**config.mk**
```make
export PLATFORM = sky130hd
export DESIGN_NAME = booth_acc_stage
export DESIGN_NICKNAME = d
export VERILOG_FILES = /design/src/rtl/booth_acc_stage.sv
export SDC_FILE = /design/constraint.sdc
export NUM_CORES = 1
export LEC_CHECK = 0
export BUFFER_PORTS_ARGS = -buffer_cell sky130_fd_sc_hd__buf_2
export CAP_MARGIN = 10
export CELL_PAD_IN_SITES_DETAIL_PLACEMENT = 0
export CELL_PAD_IN_SITES_GLOBAL_PLACEMENT = 2
export CORE_ASPECT_RATIO = 0.5
export CORE_MARGIN = 2
export CORE_UTILIZATION = 30
export CTS_BUF_LIST = sky130_fd_sc_hd__clkbuf_8
export CTS_CLUSTER_SIZE = 12
export DETAILED_ROUTE_END_ITERATION = 12
export PLACE_DENSITY = 0.68
export SYNTH_ARGS = -nofsm -noshare
export SYNTH_HDL_FRONTEND = slang
export SYNTH_SLANG_ARGS = --single-unit
export TNS_END_PERCENT = 10
```
**constraint.sdc**
```tcl
create_clock -name clk -period 8 [get_ports clk]
set_input_delay 1.6 -clock clk [delete_from_list [all_inputs] [get_ports clk]]
set_output_delay 1.6 -clock clk [all_outputs]
set_load 0.05 [all_outputs]
```
**src/rtl/booth_acc_stage.sv**
```systemverilog
`timescale 1ns/1ps
`default_nettype none
// ============================================================================
// Module   : booth_acc_stage
// Purpose  : Resolves the Booth/Wallace carry-save pair in two pipelined halves
//            and accumulates signed products into a wide, optionally
//            saturating accumulator, with valid/ready handshakes on both sides.
// Revision : 1.0 - initial release
// ============================================================================
module booth_acc_stage #(
  parameter int ACC_W  = 40,
  parameter bit SAT_EN = 1'b1
) (
  input  logic             clk,
  input  logic             rst,
  input  logic             in_valid,
  output logic             in_ready,
  input  logic [31:0]      sum_i,
  input  logic [31:0]      carry_i,
  input  logic             first_i,
  input  logic             last_i,
  output logic             out_valid,
  input  logic             out_ready,
  output logic [ACC_W-1:0] acc_o,
  output logic             ovf_o,
  output logic [31:0]      prod_o
);

  localparam logic [ACC_W-1:0] c_ACC_MAX = {1'b0, {(ACC_W-1){1'b1}}};
  localparam logic [ACC_W-1:0] c_ACC_MIN = {1'b1, {(ACC_W-1){1'b0}}};

  logic w_en;
  logic w_accept;
  logic r_out_valid;

  assign w_en     = !(r_out_valid && !out_ready);
  assign w_accept = in_valid && w_en;
  assign in_ready = w_en;

  // S1: low half resolved on accept, high halves and carry-out staged
  logic [16:0] w_lo;
  logic [15:0] r_lo;
  logic        r_c16;
  logic [15:0] r_shi;
  logic [15:0] r_chi;
  logic        r_f1;
  logic        r_l1;
  logic        r_v1;

  assign w_lo = {1'b0, sum_i[15:0]} + {1'b0, carry_i[15:0]};

  always_ff @(posedge clk or posedge rst) begin
    if (rst) begin
      r_lo  <= '0;
      r_c16 <= 1'b0;
      r_shi <= '0;
      r_chi <= '0;
      r_f1  <= 1'b0;
      r_l1  <= 1'b0;
      r_v1  <= 1'b0;
    end else if (w_en) begin
      r_v1 <= w_accept;
      if (w_accept) begin
        r_lo  <= w_lo[15:0];
        r_c16 <= w_lo[16];
        r_shi <= sum_i[31:16];
        r_chi <= carry_i[31:16];
        r_f1  <= first_i;
        r_l1  <= last_i;
      end
    end
  end

  // S2: high half completes the product
  logic [15:0] w_hi;
  logic [31:0] r_prod;
  logic        r_f2;
  logic        r_l2;
  logic        r_v2;

  assign w_hi = r_shi + r_chi + {15'd0, r_c16};

  always_ff @(posedge clk or posedge rst) begin
    if (rst) begin
      r_prod <= '0;
      r_f2   <= 1'b0;
      r_l2   <= 1'b0;
      r_v2   <= 1'b0;
    end else if (w_en) begin
      r_v2 <= r_v1;
      if (r_v1) begin
        r_prod <= {w_hi, r_lo};
        r_f2   <= r_f1;
        r_l2   <= r_l1;
      end
    end
  end

  assign prod_o = r_prod;

  // S3: one extra bit of headroom exposes signed overflow of the add
  logic [ACC_W-1:0] r_acc;
  logic             r_ovf;
  logic [ACC_W-1:0] w_p;
  logic [ACC_W:0]   w_sum;
  logic             w_of;
  logic [ACC_W-1:0] w_acc_nxt;
  logic             w_ovf_nxt;

  assign w_p   = {{(ACC_W-32){r_prod[31]}}, r_prod};
  assign w_sum = {r_acc[ACC_W-1], r_acc} + {w_p[ACC_W-1], w_p};
  assign w_of  = w_sum[ACC_W] ^ w_sum[ACC_W-1];

  always_comb begin
    w_acc_nxt = w_sum[ACC_W-1:0];
    w_ovf_nxt = r_ovf | w_of;
    if (r_f2) begin
      w_acc_nxt = w_p;
      w_ovf_nxt = 1'b0;
    end else if (SAT_EN && w_of) begin
      w_acc_nxt = w_sum[ACC_W] ? c_ACC_MIN : c_ACC_MAX;
    end
  end

  always_ff @(posedge clk or posedge rst) begin
    if (rst) begin
      r_acc <= '0;
      r_ovf <= 1'b0;
    end else if (w_en && r_v2) begin
      r_acc <= w_acc_nxt;
      r_ovf <= w_ovf_nxt;
    end
  end

  // Result register: a new result takes priority over the consumer's pop
  logic [ACC_W-1:0] r_acc_out;
  logic             r_ovf_out;

  always_ff @(posedge clk or posedge rst) begin
    if (rst) begin
      r_out_valid <= 1'b0;
      r_acc_out   <= '0;
      r_ovf_out   <= 1'b0;
    end else if (w_en && r_v2 && r_l2) begin
      r_out_valid <= 1'b1;
      r_acc_out   <= w_acc_nxt;
      r_ovf_out   <= w_ovf_nxt;
    end else if (r_out_valid && out_ready) begin
      r_out_valid <= 1'b0;
    end
  end

  assign out_valid = r_out_valid;
  assign acc_o     = r_acc_out;
  assign ovf_o     = r_ovf_out;

endmodule
`default_nettype wire

```
==> flow_summary_export.csv, run 1 <==
group,metric,value,unit
outcome,result_of_the_run,"completed",
final_layout,num-fill-cells,3619,
timing,slew_hr,0.2966,
critical_path,cpPeakStageDelay,660,ps
timing,maxSlewViolCount,0,
critical_path,crit-reg2reg-capture,"r_acc[26]",
global_route,grt_overflow_total,0,
final_layout,drive_above_1_share,0.2428,
timing,fin_skew,18.61,ps
timing,timing_hold_violations_final,0,
critical_path,timing.reg2reg.worst_path_depth,11,
global_route,pin_count_of_the_biggest_net_entering_global_routing,108,
placement,globalplace.congestion,0.8548,
global_route,antenna_violations_before_repair,0,
critical_path,critical_path_start_end_classification,"reg -> reg",
synth,synth.top_cell.area_share,0.4050,
synth,ys_ff_latch,170,
critical_path,critPathMaxFanout,17,
floorplan,boundaryPins,145,
critical_path,path_delay_family,"compound AO/OA/AOI/OAI gates",
detailed_routing,detail_routed_net_length_per_standard_cell,18.48,um
floorplan,initial_core_util,0.3047,
timing,rsz_0062_raised_after_global_routing,"false",
floorplan,placement_rows,48,
cts,clk_transition_reported_paths,100,ps
floorplan,design.core.area,34470,sq um
critical_path,timing.critical_path.from_type,"register",
timing,finalCritPeriodShare,0.5134,
detailed_routing,ant_nets,0,
global_route,first_pass_grt_wire_length,48.32,mm
synth,post_synth_main_area_contributors,"dfrtp_1, ha_1, mux2_2",
synth,synth-seq-area-share,0.4050,
critical_path,timing.rr.start,"prod_o[31]",
synth,synth_async_sr_flop_share,1.000,
floorplan,die_area,36620,sq um
hold_path,holdPathEnd,"r_lo[12]",
detailed_routing,drcViolationCount,0,
cts,numCtsBuffers,17,
synth,synth_ff_type,"dfrtp_1",
critical_path,rrSetupSlack,3890,ps
cts,clock_tree.root_cell,"clkbuf_8",
global_route,grt_pass1_vias,8506,
timing,final-setup-viol-count,0,
detailed_routing,dr.pass1.iters,5,
cts,postCtsResizedCells,0,
detailed_routing,post_detailed_routing_wire_length,31.32,mm
placement,hpwl,23.46,mm
final_layout,final_nets,1350,
hold_path,hold_start,"r_lo[12]",
cts,cts_tree,"built",
critical_path,cp_num_cells,11,
synth,synth_enable_flop_cells,0,
timing,fmax,0.2435,GHz
detailed_routing,dr.first_iter.drc_count,664,
critical_path,worst_ep_arrival_time,4510,ps
cts,clock_sink_count,170,
hold_path,hold_path_depth,2,
critical_path,critical_path.n_buffers_inverters,1,
synth,synth_top_area_cell,"dfrtp_1",
synth,mappedNetlistArea,10510,sq um
placement,port-buffer-count,144,
critical_path,slowest_stage,"dfrtp_1",
cts,cts-root-to-sink-buffers,2,
critical_path,critPathRequiredTime,8400,ps
critical_path,setup.worst_path.end_class,"register",
cts,htreeDepth,4,
critical_path,most_repeated_library_cell_on_the_critical_path,"a21o_1",
synth,number_of_warnings_issued_by_yosys,0,
floorplan,floorplan.die.height,136.3,um
timing,shortest_period_the_worst_path_allows,4107,ps
timing,total_negative_slack,0,ps
critical_path,cp_cell_sequence,"ha_1, a21o_1, a21o_1, a21o_1, a311o_1, nor4_4, nor2_2, a31oi_2, buf_4, a21oi_1, o31ai_1",
detailed_routing,num_vias,8611,
floorplan,die_w,268.6,um
timing,tightest_slew,1051,ps
detailed_routing,drt-vias-per-instance,5.080,
cts,insertion_delay,510,ps
synth,post_synth_num_cell_types,68,
synth,average_cell_area_after_synthesis,9.682,sq um
cts,post_cts_hold_buffer_count,0,
hold_path,hold_removal_path_class,"reg -> reg",
synth,syn-instance-count,1085,
global_route,track_usage,0.1741,
job,cap_viol_max_count,0,
synth,synthesized_net_count,1229,
cts,total_setup_buffers_inserted_after_cts,0,
final_layout,area_growth,14.97,%
[synth_stat cells, drive strengths merged (3+ instances only)]
cell type / number
a211o: 5
a211oi: 6
a21boi: 6
a21o: 32
a21oi: 91
a2bb2oi: 8
a31oi: 12
a41oi: 7
and2: 8
and3: 12
and4: 4
buf: 12
clkbuf: 37
dfrtp: 170
fa: 4
ha: 70
inv: 25
mux2: 77
nand2: 149
nand2b: 15
nand3: 14
nand4: 5
nor2: 51
nor2b: 12
nor3: 16
nor4: 3
o211ai: 7
o21a: 4
o21ai: 73
o21bai: 9
o31ai: 50
or2: 7
xnor2: 35
xor2: 23
[tightest hold or removal path, stage by stage, from the launching register on]
cell	delay [ps]
dfrtp_1	350
nand2_1	50
o21ai_0	60
[metal layers]
metal  track usage  part of all wire  wire (um)
met3       0.03441             0.034       1078
met2        0.2726              0.45      14200
met4       0.05062             0.017        541
met5             0                 0          0
met1        0.2434              0.50      15510
[sequential cells by signal (all words and copies together), names as in the netlist, 16 cells and up]
signal	count
acc_o	40
prod_o	32
r_acc	40
r_chi	16
r_lo	16
r_shi	16
[through the flow]
| step | setup slack (ps) | utilization | std cells | cell area [sq um] | hold slack, ps |
|---|---|---|---|---|---|
| 2_1_floorplan | 1797 | - | 1085 | 10510 | 444.6 |
| 4_1_cts | 3885 | 0.3503 | 1694 | 12080 | 490.0 |
| 6_report | 3893 | 0.3504 | 1695 | 12080 | 484.3 |
| 3_5_place_dp | 3656 | 0.3386 | 1662 | 11670 | 464.6 |
| 3_3_place_gp | 3715 | 0.3386 | 1662 | 11670 | 458.3 |
| 5_1_grt | 3620 | 0.3503 | 1694 | 12080 | 517.0 |
[cell usage in the layout (no fill, tap or decap), drive strengths merged, types with 14 or more instances in the layout]
cell,n
a21o,32
a21oi,91
buf,151
clkbuf,18
dfrtp,170
ha,70
inv,33
mux2,77
nand2,149
nand2b,15
nand3,14
nor2,51
nor3,16
o21ai,73
o31ai,50
xnor2,35
xor2,23
[cell type report]
type                            count  area, sq um  share of cell area
Antenna cell                        1        2.502           0.0002072
Clock buffer                       18        247.7             0.02051
Clock inverter                     14        156.4             0.01295
Inverter                           25        98.84            0.008184
Multi-Input combinational cell    841         5951              0.4927
Sequential cell                   170         4254              0.3522
Tap cell                          475        594.3             0.04921
Timing Repair Buffer              151        773.2             0.06402
[worst max path at each step]
stage	slack, ps	startpoint	to
after CTS	3880	prod_o[31]	acc_o[22]
after global routing	3620	prod_o[31]	acc_o[22]
after global placement	3710	out_ready	acc_o[1]
final	3890	prod_o[31]	r_acc[26]
after floorplan	1800	rst	acc_o[0]
after detailed placement	3660	out_ready	acc_o[1]
[logic make-up (layout without fill, tap and decap cells)]
| logic type | after synthesis | count (layout) | share of synthesized area |
|---|---|---|---|
| compound gates | 327 | 327 | 0.2072 |
| xor+xnor | 58 | 58 | 0.04907 |
| fa+ha+maj | 74 | 74 | 0.09100 |
| buf+inv | 74 | 208 | 0.02906 |
| flops | 170 | 170 | 0.4050 |
| mux | 78 | 78 | 0.08349 |
| other cells | 0 | 1 | 0 |
| simple gates | 304 | 304 | 0.1352 |
Power of run 1 is not shown: default switching activity piles up to over one toggle a cycle in this logic, so the estimate is an artifact.
==> run 2, diff against run 1 <==
Settings changed: PLACE_DENSITY 0.68 to 0.71.
Clock period 8 ns to 3.7 ns, I/O delays scaled along.
==> flow_summary_export.csv, run 2 (synthesis gave the netlist of run 1 again) <==
group,metric,value,unit
cts,postCtsResizedCells,0,
placement,port-buffer-count,144,
timing,fin_skew,18.68,ps
cts,clock_tree.root_cell,"clkbuf_8",
detailed_routing,detail_routed_net_length_per_standard_cell,18.37,um
floorplan,die_w,268.6,um
global_route,pin_count_of_the_biggest_net_entering_global_routing,82,
floorplan,design.core.area,34470,sq um
floorplan,placement_rows,48,
final_layout,final_nets,1396,
timing,final-setup-viol-count,0,
global_route,antenna_violations_before_repair,2,
critical_path,worst_ep_arrival_time,3750,ps
detailed_routing,dr.pass1.iters,5,
placement,number_of_placed_cells_counting_well_taps,1708,
cts,cts-root-to-sink-buffers,2,
timing,whs,284.1,ps
placement,globalplace.congestion,0.8514,
timing,fmax,0.2984,GHz
floorplan,die_area,36620,sq um
final_layout,finish.utilization,0.3624,
final_layout,most-common-layout-cells,"dfrtp_1, nand2_1, buf_2, a21oi_1, mux2_2",
cts,clk_transition_reported_paths,110,ps
timing,slew_hr,0.4745,
critical_path,critPathMaxFanout,12,
timing,finalCritPeriodShare,0.9058,
detailed_routing,ant_nets,0,
final_layout,antennaDiodeCount,0,
global_route,track_usage,0.1808,
cts,post_cts_hold_buffer_count,0,
detailed_routing,num_vias,8749,
timing,maxSlewViolCount,0,
final_layout,most_common_library_cell_in_the_layout_ignoring_fill_and_taps,"dfrtp_1",
timing,total_negative_slack,0,ps
cts,htreeDepth,4,
cts,total_setup_buffers_inserted_after_cts,0,
timing,timing_hold_violations_final,0,
global_route,grt_pass1_vias,8607,
floorplan,floorplan.die.height,136.3,um
floorplan,initial_core_util,0.3047,
cts,cts_tree,"built",
global_route,grt_overflow_total,0,
critical_path,critPathRequiredTime,4100,ps
timing,rsz_0062_raised_after_global_routing,"false",
cts,numCtsBuffers,17,
placement,hpwl,24.60,mm
detailed_routing,drcViolationCount,0,
outcome,result_of_the_run,"completed",
critical_path,setup.worst_path.end_class,"register",
timing,shortest_period_the_worst_path_allows,3352,ps
final_layout,drive_above_1_share,0.2696,
final_layout,area_growth,18.93,%
cts,insertion_delay,510,ps
floorplan,boundaryPins,145,
critical_path,critical_path_start_end_classification,"reg -> reg",
timing,tightest_slew,788.2,ps
global_route,first_pass_grt_wire_length,50.19,mm
hold_path,hold_removal_path_class,"in -> async",
detailed_routing,dr.first_iter.drc_count,579,
cts,clock_sink_count,170,
detailed_routing,drt-vias-per-instance,5.028,
critical_path,timing.critical_path.from_type,"register",
detailed_routing,post_detailed_routing_wire_length,31.96,mm
final_layout,post_layout_nonfiller_instances,1740,
job,cap_viol_max_count,0,
## run 2: cell count changes in the layout (fill, tap and decap cells not counted), sizes merged
cell,change
inv,-3
bufinv,+1
diode,-1
buf,+46
clkinvlp,+2
## run 2: worst paths after layout
kind,from,endpoint,slack [ps],cells after the start
worst max-delay path,prod_o[31],r_acc[30],350,13
worst min-delay path,rst,r_chi[9],280,2
worst max register to register,prod_o[31],r_acc[30],350,13
worst min register to register,acc_o[37],acc_o[37],480,2
max in group asynchronous,rst,prod_o[31],2530,3
min in group clk,sum_i[29],r_shi[13],450,2
## run 2: final cells by class
cell class / count / area, sq um
Clock inverter: 14 / 167.7
Sequential cell: 170 / 4254
Inverter: 25 / 97.59
Multi-Input combinational cell: 841 / 5951
Fill cell: 3581 / 21980
Clock buffer: 18 / 247.7
Timing Repair Buffer: 197 / 1181
Tap cell: 475 / 594.3
## run 2: metrics by stage
step                      setup slack [ps]  area [sq um]
after floorplan                      241.9         10510
after global placement               378.1         12080
after detailed placement             334.6         12080
after CTS                            335.7         12490
after global routing                 41.61         12490
final                                348.5         12490
## run 2: worst max-delay path, stage by stage (launching register included)
cell,delay (ps)
dfrtp_1,410
buf_4,200
ha_1,230
a21o_1,200
a21o_1,180
a21o_1,200
a311o_1,390
nor4_4,340
nor2_2,100
a211o_4,320
nand3_4,110
buf_4,220
a21oi_1,90
o31ai_1,270
## run 2: routing by layer
metal,routed length [um],track usage,part of all wire
met2,13950,0.2693,0.44
met5,0,0,0
met4,308,0.03796,0.0096
met1,16580,0.2705,0.52
met3,1117,0.03333,0.035
Power of run 2 is left out for the same reason.
